`config.mk`:
```
export PLATFORM = sky130hd
export DESIGN_NAME = grayscale_wr_arbiter
export DESIGN_NICKNAME = d
export VERILOG_FILES = /design/src/rtl/grayscale_wr_arbiter.sv
export SDC_FILE = /design/constraint.sdc
export NUM_CORES = 2
export LEC_CHECK = 0
export CORE_AREA = 3 3 720 722
export CTS_CLUSTER_SIZE = 25
export DETAILED_ROUTE_END_ITERATION = 10
export DIE_AREA = 0 0 723 725
export DONT_BUFFER_PORTS = 1
export SYNTH_ARGS = -nofsm -noshare
export SYNTH_HDL_FRONTEND = slang
export SYNTH_SLANG_ARGS = --single-unit
```
`constraint.sdc`:
```
create_clock -name clk -period 4.2 [get_ports clk]
set_input_delay 1.05 -clock clk [delete_from_list [all_inputs] [get_ports clk]]
set_output_delay 1.05 -clock clk [all_outputs]
set_load 0.01 [all_outputs]
```
`src/rtl/grayscale_wr_arbiter.sv`:
```
// CCI-P c1 write-channel arbiter for the grayscale AFU: data writes (req0) and a
// fenced status write (req1) share one registered request port under an outstanding cap.
package ccip_if_pkg;
  typedef logic [41:0]  t_ccip_clAddr;
  typedef logic [511:0] t_ccip_clData;
  typedef logic [15:0]  t_ccip_mdata;

  typedef enum logic [1:0] {
    eVC_VA  = 2'b00,
    eVC_VL0 = 2'b01,
    eVC_VH0 = 2'b10,
    eVC_VH1 = 2'b11
  } t_ccip_vc;

  typedef enum logic [1:0] {
    eCL_LEN_1 = 2'b00,
    eCL_LEN_2 = 2'b01,
    eCL_LEN_4 = 2'b11
  } t_ccip_clLen;

  typedef enum logic [3:0] {
    eREQ_WRLINE_I = 4'h0,
    eREQ_WRLINE_M = 4'h1,
    eREQ_WRPUSH_I = 4'h2,
    eREQ_WRFENCE  = 4'h4,
    eREQ_INTR     = 4'h6
  } t_ccip_c1_req;

  typedef enum logic [3:0] {
    eRSP_WRLINE  = 4'h1,
    eRSP_WRFENCE = 4'h4,
    eRSP_INTR    = 4'h6
  } t_ccip_c1_rsp;

  typedef struct packed {
    logic [5:0]   rsvd2;
    t_ccip_vc     vc_sel;
    logic         sop;
    logic         rsvd1;
    t_ccip_clLen  cl_len;
    t_ccip_c1_req req_type;
    logic [5:0]   rsvd0;
    t_ccip_clAddr address;
    t_ccip_mdata  mdata;
  } t_ccip_c1_ReqMemHdr;

  typedef struct packed {
    t_ccip_vc     vc_used;
    logic         rsvd1;
    logic         hit_miss;
    logic         format;
    logic         rsvd0;
    logic [1:0]   cl_num;
    t_ccip_c1_rsp resp_type;
    t_ccip_mdata  mdata;
  } t_ccip_c1_RspMemHdr;

  typedef struct packed {
    t_ccip_c1_RspMemHdr hdr;
    logic               rspValid;
  } t_if_ccip_c1_Rx;

  typedef struct packed {
    logic           c0TxAlmFull;
    logic           c1TxAlmFull;
    t_if_ccip_c1_Rx c1;
  } t_if_ccip_Rx;

  typedef struct packed {
    t_ccip_c1_ReqMemHdr hdr;
    t_ccip_clData       data;
    logic               valid;
  } t_if_ccip_c1_Tx;
endpackage

module grayscale_wr_arbiter
  import ccip_if_pkg::*;
#(
  parameter  int unsigned MAX_OUTSTANDING = 64,
  localparam int unsigned CNT_W           = $clog2(MAX_OUTSTANDING + 1)
) (
  input  logic               clk,
  input  logic               reset,
  input  logic               enable,
  input  logic               req0_valid,
  input  t_ccip_c1_ReqMemHdr req0_hdr,
  input  logic [511:0]       req0_data,
  output logic               req0_ack,
  input  logic               req1_valid,
  input  t_ccip_c1_ReqMemHdr req1_hdr,
  input  logic [511:0]       req1_data,
  output logic               req1_ack,
  input  t_if_ccip_Rx        ccip_rx,
  output t_if_ccip_c1_Tx     ccip_c1_tx,
  output logic [CNT_W-1:0]   outstanding,
  output logic               idle,
  output logic               err_underflow
);

  typedef enum logic [1:0] {
    S_ARB_RUN    = 2'd0,
    S_ARB_FENCE  = 2'd1,
    S_ARB_STATUS = 2'd2
  } t_arb_state;

  t_arb_state       r_state;
  t_if_ccip_c1_Tx   r_tx;
  logic [CNT_W-1:0] r_outstanding;
  logic             r_err;

  logic [CNT_W:0]   w_inflight;
  logic             w_can_issue;
  logic             w_drained;
  logic             w_rsp_wr;
  logic             w_unused_rx;

  // The registered request is counted as in flight before it reaches the counter.
  assign w_inflight  = {1'b0, r_outstanding} + {{CNT_W{1'b0}}, r_tx.valid};
  assign w_can_issue = enable && !ccip_rx.c1TxAlmFull
                       && (w_inflight < (CNT_W + 1)'(MAX_OUTSTANDING));
  assign w_drained   = (r_outstanding == '0) && !r_tx.valid;
  assign w_rsp_wr    = ccip_rx.c1.rspValid && (ccip_rx.c1.hdr.resp_type == eRSP_WRLINE);
  assign w_unused_rx = ^ccip_rx;

  always_comb begin
    req0_ack = 1'b0;
    req1_ack = 1'b0;
    if (!reset) begin
      case (r_state)
        S_ARB_RUN:   req0_ack = req0_valid && !req1_valid && w_can_issue;
        S_ARB_FENCE: req1_ack = req1_valid && w_drained && w_can_issue;
        default:     ;
      endcase
    end
  end

  always_ff @(posedge clk) begin
    if (reset) begin
      r_state       <= S_ARB_RUN;
      r_tx          <= '0;
      r_outstanding <= '0;
      r_err         <= 1'b0;
    end else begin
      r_tx.valid <= req0_ack || req1_ack;
      if (req1_ack) begin
        r_tx.hdr  <= req1_hdr;
        r_tx.data <= req1_data;
      end else if (req0_ack) begin
        r_tx.hdr  <= req0_hdr;
        r_tx.data <= req0_data;
      end

      if (r_tx.valid && !w_rsp_wr) begin
        if (r_outstanding != '1) r_outstanding <= r_outstanding + CNT_W'(1);
      end else if (!r_tx.valid && w_rsp_wr) begin
        if (r_outstanding == '0) r_err <= 1'b1;
        else                     r_outstanding <= r_outstanding - CNT_W'(1);
      end

      // STATUS also waits for the registered status request itself to leave, so the
      // exit means the status write has been issued and acknowledged.
      case (r_state)
        S_ARB_RUN:    if (req1_valid) r_state <= S_ARB_FENCE;
        S_ARB_FENCE:  if (req1_ack)   r_state <= S_ARB_STATUS;
        S_ARB_STATUS: if (w_drained)  r_state <= S_ARB_RUN;
        default:                      r_state <= S_ARB_RUN;
      endcase
    end
  end

  assign ccip_c1_tx    = r_tx;
  assign outstanding   = r_outstanding;
  assign idle          = (r_state == S_ARB_RUN) && w_drained;
  assign err_underflow = r_err;

  a_req0_held: assert property (@(posedge clk) disable iff (reset)
    (req0_valid && !req0_ack) |=> req0_valid)
    else $error("req0_valid dropped before req0_ack");

  a_req1_held: assert property (@(posedge clk) disable iff (reset)
    (req1_valid && !req1_ack) |=> req1_valid)
    else $error("req1_valid dropped before req1_ack");

endmodule

```
==> impl_metrics.csv <==
group,metric,value,unit
critical_path,critPathTopFamily,"simple AND/OR/NAND/NOR gates",
clock_network,hold_buffers,0,
place,placed_cells,9874,
clock_network,cts_made_buffers,82,
floorplanning,die_x,723,um
sta,fin_crit,4070,ps
sta,timing.fmax,246,MHz
clock_network,cts_tree,"built",
pwr,swShare,27.5,%
place,numPortBuffers,0,
yosys,synth_area,29000,um2
critical_path,reg2reg_depth,8,
cells_and_area,fin_cells,10200,
detailed_routing,via_per_inst,2.98,
pwr,cellPowerDensity,349,nW/um2
yosys,synthArstFlopShare,0,%
yosys,yosysTopAreaCellShare,41.6,%
cells_and_area,area_delta_synth_final,40.9,%
floorplanning,core_area,513000,um2
floorplanning,initial_utilization,5.66,%
clock_network,h-tree-depth,3,
pwr,p_seq_share,43.7,%
place,pre_cts_slack,-252,ps
clock_network,cts_num_sinks,603,
floorplanning,chipHeight,725,um
critical_path,path_max_fanout,80,
detailed_routing,wire_per_inst,39.0,um
clock_network,postCtsSetupRepairBufs,1,
critical_path,r2r_start,"outstanding[2]",
global_route,grt_pass1_vias,26000,
detailed_routing,drt_first_iter_violations,3445,
sta,setup_violations,0,
global_route,grt.total_usage,14.5,%
sta,hold_violations,0,
hold_path,hold_class,"primary input to flip-flop",
sta,fin_skew,56.9,ps
sta,finalMaxSlewViolations,0,
sta,hold_slack,340,ps
place,globalplace.congestion,1.24,
yosys,yosysWarnings,0,
floorplanning,pin_count,1824,
critical_path,startpoint_type,"primary input",
global_route,grt_max_degree,170,
global_route,grt_antenna_before_repair,527,
critical_path,path_class,"primary input to primary output",
clock_network,cts_buffer_depth,4,
cells_and_area,layout_commonest_cell,"nand2_1",
place,dp_hpwl,359000,um
yosys,synth_edf_count,0,
critical_path,regToRegSetupSlack,1030,ps
yosys,synth_largest_area_cell,"dfxtp_1",
cells_and_area,mostFrequentLayoutCells,"nand2_1 (984), dfxtp_1 (603), nor2_1 (501)",
critical_path,crit_arrival,3020,ps
detailed_routing,vias,30500,
floorplanning,fp.dieArea,524000,um2
yosys,syn_area_per_cell,8.85,um2
yosys,synth_seq_cells,603,
detailed_routing,wl,398000,um
critical_path,critPathSlowestCell,"or4_4",
critical_path,cpMostUsedCell,"buf_16",
cells_and_area,drive_above_1_share,24.4,%
sta,setup_slack,128,ps
pwr,switching_power,3.92,mW
detailed_routing,dr.pass1.iters,6,
critical_path,cp.buffers_inverters,4,
critical_path,critPathMaxStageDelay,600,ps
critical_path,reg2reg_to,"ccip_c1_tx[525]",
critical_path,end_kind,"primary output",
hold_path,min_to,"ccip_c1_tx[99]",
sta,post-route-period-util,97.0,%
sta,worstMarginPinSlew,1250,ps
hold_path,hold_start,"reset",
detailed_routing,drc,0,
job,cap_violations,0,
yosys,synthTopCellsByArea,"dfxtp_1 (42%), a311oi_2 (25%), nand2_1 (13%)",
yosys,synthFlopType,"dfxtp_1",
critical_path,required,3150,ps
clock_network,ctsResizeCount,0,
hold_path,whs_path_depth,1,
pwr,comb_power_share,4.8,%
pwr,power.internal,10.3,mW
pwr,power.total,14.3,mW
clock_network,clk_latency,810,ps
yosys,ys_seq_area_share,41.6,%
clock_network,clk_pin_slew,60,ps
floorplanning,rows,263,
pwr,power.share.clock,51.6,%
clock_network,root_buffer,"clkbuf_16",
yosys,synthCells,3278,
pwr,p_leak,10.4,nW
detailed_routing,postRouteAntennaNets,0,
yosys,synthDistinctLibCells,40,
yosys,syn-num-nets,4506,
pwr,ir_worst_vdd,0.280,mV
run_status,status,"completed",
sta,slew_headroom,16.9,%
sta,grt_setup_unrepaired,"false",
critical_path,path_cells,"buf_16 -> buf_16 -> nor4_1 -> nand2_1 -> or4_4 -> inv_4 -> buf_12",
global_route,grt_overflow,0,
global_route,grt_pass1_wl,456000,um
cells_and_area,fin_nets,4434,
worst max-delay path by stage:
stage                         from  slack (ps)        to  cells after the start
floorplan                    reset         590  req0_ack                      8
global placement             reset        -300  req1_ack                      7
detailed placement           reset        -250  req1_ack                      7
CTS                 outstanding[3]          50  req1_ack                      5
global route                 reset          40  req1_ack                      7
finish                       reset         130  req1_ack                      7
worst reg2reg max path, stage by stage (launching register included):
cell and delay, ps:
dfxtp_1 390, or4_1 570, or2_1 300, or4_4 530, buf_4 210, buf_12 160, buf_4 350, nor2_1 350
a311oi_2 80
power groups by stage:
stage                     clock network (mW)  registers [mW]  logic [mW]
after global placement                     0            6.37       0.640
after floorplan                            0            6.13       0.519
after CTS                               7.64            6.25       0.677
after global routing                    7.78            6.24       0.726
final                                   7.36            6.23       0.678
after detailed placement                   0            6.37       0.648
cell type report:
type | instances | area, um2
fillers | 59900 | 472000
clock inverters | 33 | 400
well taps | 6757 | 8450
multi-input cells | 2336 | 15200
inverters | 9 | 43.8
clock buffers | 106 | 2250
diodes | 198 | 495
flip-flops and latches | 603 | 12100
repair buffers | 174 | 2000
per-stage QoR:
stage               TNS (ps)  instance area (um2)  util (%)
floorplan                  0                29000         -
global placement      -23870                37600      7.33
detailed placement    -15300                37600      7.33
CTS                        0                40400      7.88
global route               0                40600      7.92
finish                     0                40900      7.98
synth_stat cells (2+ instances only):
| master | count |
|---|---|
| nand3_1 | 103 |
| xnor2_1 | 2 |
| dfxtp_1 | 603 |
| mux2i_1 | 3 |
| a311oi_2 | 489 |
| inv_2 | 2 |
| nor3b_1 | 2 |
| or4_1 | 2 |
| inv_1 | 7 |
| nor3_1 | 2 |
| clkbuf_1 | 214 |
| a22oi_1 | 103 |
| buf_6 | 57 |
| buf_2 | 46 |
| buf_4 | 6 |
| a21o_1 | 2 |
| mux2_2 | 2 |
| nor2_1 | 501 |
| buf_1 | 7 |
| a21oi_1 | 107 |
| ha_1 | 7 |
| a211oi_1 | 4 |
| nor2b_1 | 2 |
| o21ai_0 | 3 |
| a211o_1 | 2 |
| nand2_1 | 984 |
| nor4_1 | 3 |
metal layers:
metal / vias up / part of all wire (%) / global-route usage [%]
met5: - / 0.60 / 0.458
met4: 324 / 5.4 / 6.06
met3: 1178 / 20 / 13.5
met2: 2738 / 42 / 21.5
met1: 14500 / 32 / 13.7
li1: 11700 / - / -
kinds of logic after synthesis:
family / after synthesis / share of synthesized area (%)
muxes: 5 / 0.181
DFF: 603 / 41.6
buffers and inverters: 339 / 6.14
and+or+nand+nor: 1604 / 21.4
AOI/OAI and AO/OA: 717 / 30.3
xor gates and xnor gates: 2 / 0.0604
adders and majority gates: 8 / 0.371
registers in the layout, indices dropped and copies added, names as in the netlist:
| signal | flops |
|---|---|
| outstanding | 7 |
| err_underflow | 1 |
| ccip_c1_tx | 593 |
| r_state | 2 |
Note: power is estimated with default switching activity, not from simulation.
